--- src/rtl/mc_alu.sv ---
// Multi-cycle ALU: single-cycle logic/arithmetic ops plus iterative unsigned
// shift-add multiply and restoring divide into hi/lo, with a debug state output.
module mc_alu #(
  parameter int WIDTH = 32
) (
  input  logic             clk,
  input  logic             reset_n,
  input  logic             start,
  input  logic [WIDTH-1:0] srca,
  input  logic [WIDTH-1:0] srcb,
  input  logic [3:0]       alucontrol,
  output logic [WIDTH-1:0] aluout,
  output logic             zero,
  output logic [WIDTH-1:0] hi,
  output logic [WIDTH-1:0] lo,
  output logic             busy,
  output logic             done,
  output logic             divzero,
  output logic [1:0]       dbg_state
);

  localparam int CW = $clog2(WIDTH) + 1;

  localparam logic [3:0] OP_AND   = 4'b0000;
  localparam logic [3:0] OP_OR    = 4'b0001;
  localparam logic [3:0] OP_ADD   = 4'b0010;
  localparam logic [3:0] OP_SLTU  = 4'b0011;
  localparam logic [3:0] OP_SUB   = 4'b0110;
  localparam logic [3:0] OP_SLT   = 4'b0111;
  localparam logic [3:0] OP_MULTU = 4'b1000;
  localparam logic [3:0] OP_DIVU  = 4'b1001;
  localparam logic [3:0] OP_MFHI  = 4'b1010;
  localparam logic [3:0] OP_MFLO  = 4'b1011;

  typedef enum logic [1:0] {
    IDLE = 2'd0,
    MUL  = 2'd1,
    DIV  = 2'd2
  } state_t;

  state_t               state_q, state_d;
  logic [CW-1:0]        cnt;
  logic [WIDTH-1:0]     op_a, op_b;
  logic [2*WIDTH-1:0]   acc, acc_nxt;
  logic [WIDTH-1:0]     single_res;
  logic [WIDTH:0]       mul_sum;
  logic [WIDTH:0]       div_shift;
  logic [WIDTH+1:0]     div_diff;
  logic                 accept;
  logic                 last_step;

  // Handshake: start is consumed only on a rising edge where state is IDLE;
  // otherwise it is dropped with no side effects.
  assign accept    = start && (state_q == IDLE);
  assign zero      = (aluout == '0);
  assign dbg_state = state_q;

  always_ff @(posedge clk or negedge reset_n) begin
    if (!reset_n) state_q <= IDLE;
    else          state_q <= state_d;
  end

  always_comb begin
    state_d   = state_q;
    last_step = 1'b0;
    case (state_q)
      IDLE: begin
        if (accept && alucontrol == OP_MULTU)
          state_d = MUL;
        else if (accept && alucontrol == OP_DIVU && srcb != '0)
          state_d = DIV;
      end
      MUL, DIV: begin
        if (cnt == CW'(1)) begin
          last_step = 1'b1;
          state_d   = IDLE;
        end
      end
      default: state_d = IDLE;
    endcase
  end

  always_comb begin
    single_res = srca + srcb;
    case (alucontrol)
      OP_AND:  single_res = srca & srcb;
      OP_OR:   single_res = srca | srcb;
      OP_SUB:  single_res = srca - srcb;
      OP_SLT:  single_res = WIDTH'($signed(srca) < $signed(srcb));
      OP_SLTU: single_res = WIDTH'(srca < srcb);
      OP_MFHI: single_res = hi;
      OP_MFLO: single_res = lo;
      default: single_res = srca + srcb;
    endcase
  end

  // acc holds {partial product, multiplier} for MUL and {remainder, quotient} for DIV.
  always_comb begin
    mul_sum   = {1'b0, acc[2*WIDTH-1:WIDTH]} + (acc[0] ? {1'b0, op_a} : '0);
    div_shift = {acc[2*WIDTH-1:WIDTH], acc[WIDTH-1]};
    div_diff  = {1'b0, div_shift} - {2'b00, op_b};
    acc_nxt   = acc;
    if (state_q == MUL) begin
      acc_nxt = {mul_sum, acc[WIDTH-1:1]};
    end else if (state_q == DIV) begin
      if (!div_diff[WIDTH+1])
        acc_nxt = {div_diff[WIDTH-1:0], acc[WIDTH-2:0], 1'b1};
      else
        acc_nxt = {div_shift[WIDTH-1:0], acc[WIDTH-2:0], 1'b0};
    end
  end

  always_ff @(posedge clk or negedge reset_n) begin
    if (!reset_n) begin
      aluout  <= '0;
      hi      <= '0;
      lo      <= '0;
      busy    <= 1'b0;
      done    <= 1'b0;
      divzero <= 1'b0;
      cnt     <= '0;
      op_a    <= '0;
      op_b    <= '0;
      acc     <= '0;
    end else begin
      done <= 1'b0;
      if (accept) begin
        case (alucontrol)
          OP_MULTU: begin
            op_a <= srca;
            op_b <= srcb;
            acc  <= {{WIDTH{1'b0}}, srcb};
            cnt  <= CW'(WIDTH);
            busy <= 1'b1;
          end
          OP_DIVU: begin
            op_a <= srca;
            op_b <= srcb;
            if (srcb == '0) begin
              lo      <= '1;
              hi      <= srca;
              aluout  <= '1;
              divzero <= 1'b1;
              done    <= 1'b1;
            end else begin
              acc  <= {{WIDTH{1'b0}}, srca};
              cnt  <= CW'(WIDTH);
              busy <= 1'b1;
            end
          end
          default: begin
            aluout <= single_res;
            done   <= 1'b1;
          end
        endcase
      end else if (state_q != IDLE) begin
        acc <= acc_nxt;
        cnt <= cnt - CW'(1);
        if (last_step) begin
          hi     <= acc_nxt[2*WIDTH-1:WIDTH];
          lo     <= acc_nxt[WIDTH-1:0];
          aluout <= acc_nxt[WIDTH-1:0];
          busy   <= 1'b0;
          done   <= 1'b1;
          if (state_q == DIV) divzero <= 1'b0;
        end
      end
    end
  end

endmodule

--- config.mk ---
export PLATFORM = sky130hd
export DESIGN_NAME = mc_alu
export DESIGN_NICKNAME = d
export VERILOG_FILES = /design/src/rtl/mc_alu.sv
export SDC_FILE = /design/constraint.sdc
export NUM_CORES = 1
export LEC_CHECK = 0
export CAP_MARGIN = 20
export CORE_UTILIZATION = 50
export DETAILED_ROUTE_END_ITERATION = 12
export PLACE_DENSITY = 0.69
export REMOVE_ABC_BUFFERS = 1
export SYNTH_ARGS = -nofsm -noshare
export SYNTH_HDL_FRONTEND = slang
export SYNTH_SLANG_ARGS = --single-unit
--- constraint.sdc ---
create_clock -name clk -period 4.25 [get_ports clk]
set_input_delay 0.6375 -clock clk [delete_from_list [all_inputs] [get_ports clk]]
set_output_delay 0.6375 -clock clk [all_outputs]
set_load 0.03 [all_outputs]
==> out/results.ini <==
[grt]
grt_pass1_vias = 20500
grt_pass1_wl_um = 124000
globalRouteOverflowTotal = 0
grt.total_usage = 0.401
grt_max_degree = 102
grt_antenna_before_repair = 0

[power_and_ir_drop]
switchingPower_mw = 8.88
seqPwrFrac = 0.238
combinationalPowerShare = 0.620
pwr-share-clk = 0.142
p_leak_nw = 10.5
swShare = 0.501
intPower_mw = 8.83
power_density_nw_per_um2 = 745
vdd_drop_max_uv = 608

[sta]
fin_crit_sh = 0.973
hold-worst-slack_ps = 92.5
slew_violations = 0
fin_skew_ps = 19.3
final_hold_viol_count = 0
fmax_mhz = 242
rsz0062_at_grt = no
max_slew_margin = 0.357
setup_viol = 0
worst_pin_slew_ps = 963
layout_min_cycle_time_ps = 4140

[worst_setup_path]
cpMostUsedCell = inv_1
required_ps = 4760
ff2ff_setup_slack_ps = 110
crit_buf_inv = 2
r2r_start = acc[31]$_DFFE_PN0P_
cp_top_family = compound AO/OA/AOI/OAI gates
reg2reg_depth = 15
worstSetupPathType = reg2reg
cp-startpoint = acc[31]$_DFFE_PN0P_
critPathMaxFanout = 3
worst_path_max_delay_cell = fa_1
worstSetupStartpointType = register
path_cells = inv_1, ha_2, inv_1, fa_1, a21o_1, a221o_1, a21oi_2, nor2_1, a211o_1, o21a_1, a41oi_1, mux2_1, a31oi_1, a21oi_1, a221oi_2
setup.worst_path.end_class = register
arrival_ps = 4650
r2r_end = hi[30]$_DFFE_PN0P_
worst_path_largest_cell_delay_ps = 410

[route]
dr.pass1.iters = 6
viasPerCell = 6.40
vias = 21000
wl_per_cell_um = 24.9
drt_iter0_markers = 2136
drcViolationCount = 0
finalWirelength_um = 81700
final_antenna_net_count = 0

[cts]
cts-htree-levels = 1
post_cts_buffers = 0
clock_latency_ps = 610
cts_tree = yes
clock_path_buffers = 3
root_buffer = clkbuf_16
clk_pin_slew_ps = 70
cts_sinks = 235
cts_buffers = 30

[finish]
drive_gt1_frac = 0.0989
final_cells = 3279
antenna_cells = 0
fin_nets = 2983
final_common_cell = nand2_1
final_area_um2 = 23800
mostFrequentLayoutCells = nand2_1 (312), nor2_1 (272), o21ai_0 (247)
area_growth_pct = 20.5

[logic_synthesis]
ys.flop_type = dfrtp_1
yosysWarnings = 0
ys_ff_latch = 235
ys_async_sr_fraction = 1.00
syn_avg_cell_area_um2 = 7.78
synth_edf_count = 0
synth.distinct_cells = 99
netlist_instances = 2538
ys_seq_area_frac = 0.298
syn_area_um2 = 19700

[place]
gp_congestion = 1.05
port_buffers = 172
placed_area_um2 = 22800
dp_cells = 3229
hpwl_um = 61200

[worst_hold_path]
hp-class = in2async

[floorplanning]
die_h_um = 201
die_area_um2 = 40300
start_util = 0.509
io_pins = 173
fp.coreArea_um2 = 38800
num_rows = 72
die_w_um = 201

[flow_run]
max_cap_viol_count = 0

[run_status]
status = finished, final reports clean

## cell usage after synthesis (19+ instances only)
library cell,number,share of area
a211oi_1,33,0.013
a21o_1,41,0.016
a21oi_1,230,0.058
a221oi_1,33,0.015
a31oi_1,33,0.010
and2_1,41,0.013
clkbuf_1,117,0.022
dfrtp_1,235,0.30
ha_1,165,0.10
inv_1,157,0.030
mux2i_1,41,0.021
nand2_1,315,0.060
nand3_1,36,0.0091
nand4_1,19,0.0060
nor2_1,275,0.052
nor3_1,41,0.010
nor4_1,22,0.0070
o211ai_1,48,0.018
o21ai_0,247,0.063
o21ai_1,21,0.0053
xnor2_1,45,0.020
xor2_1,20,0.0089
## registers in the layout (all words and copies together) (netlist names), 2 cells and up
signal     count
acc           64
aluout        32
hi            32
lo            32
op_a          32
op_b          32
cnt            6
dbg_state      2
## how the worst max path moves through the flow
stage,to,slack (ps),cells past startpoint
3_5_place_dp,aluout[24]$_DFFE_PN0P_,-300,16
6_report,hi[30]$_DFFE_PN0P_,110,15
4_1_cts,hi[30]$_DFFE_PN0P_,130,15
2_1_floorplan,acc[31]$_DFFE_PN0P_,-3580,9
5_1_grt,hi[30]$_DFFE_PN0P_,8,13
3_3_place_gp,aluout[24]$_DFFE_PN0P_,-300,16
## layer usage
layer  wire length (um)  track usage
met1              33200        0.518
met2              37100        0.644
met3               5960       0.0468
met4               5480        0.246
met5                  0            0
## cells by family after synthesis
kind of cell,count (synthesis),synth area share
mux,44,0.0227
compound gates,889,0.293
buf+inv,314,0.0658
flops,235,0.298
xor+xnor,66,0.0297
fa+ha+maj,169,0.109
simple gates,821,0.183
## power by group through the flow
stage          clock [mW]  sequential, mW  combinational [mW]
3_5_place_dp            0            4.20                10.7
5_1_grt              2.60            4.29                11.9
6_report             2.51            4.21                11.0
3_3_place_gp            0            4.18                10.5
2_1_floorplan           0            4.56                6.36
4_1_cts              2.52            4.18                10.8
## stage by stage
step                      setup TNS (ps)  power, mW   util  worst slack (ps)
final                                  0       17.7  0.613               115
after global routing                   0       18.8  0.613              8.30
after CTS                              0       17.5  0.612               129
after detailed placement           -1120       14.9  0.588              -299
after global placement             -1030       14.7  0.588              -296
after floorplan                  -218450       10.9      -             -3580
## area by class of cell
cell class              instances  area [um^2]
inverters                     158          593
clock inverters                12          118
repair buffers                329         3030
well taps                     518          648
multi-input cells            1989        12700
fillers                      3552        15000
flip-flops and latches        235         5880
clock buffers                  38          811
## repair_timing
| item | 4_1_cts | 5_1_grt |
|---|---|---|
| hold buffers | 0 | 0 |
| gates resized for setup | 0 | 4 |
| endpoints found under the setup margin | 0 | 3 |
Note: power is estimated with default switching activity, not from simulation.
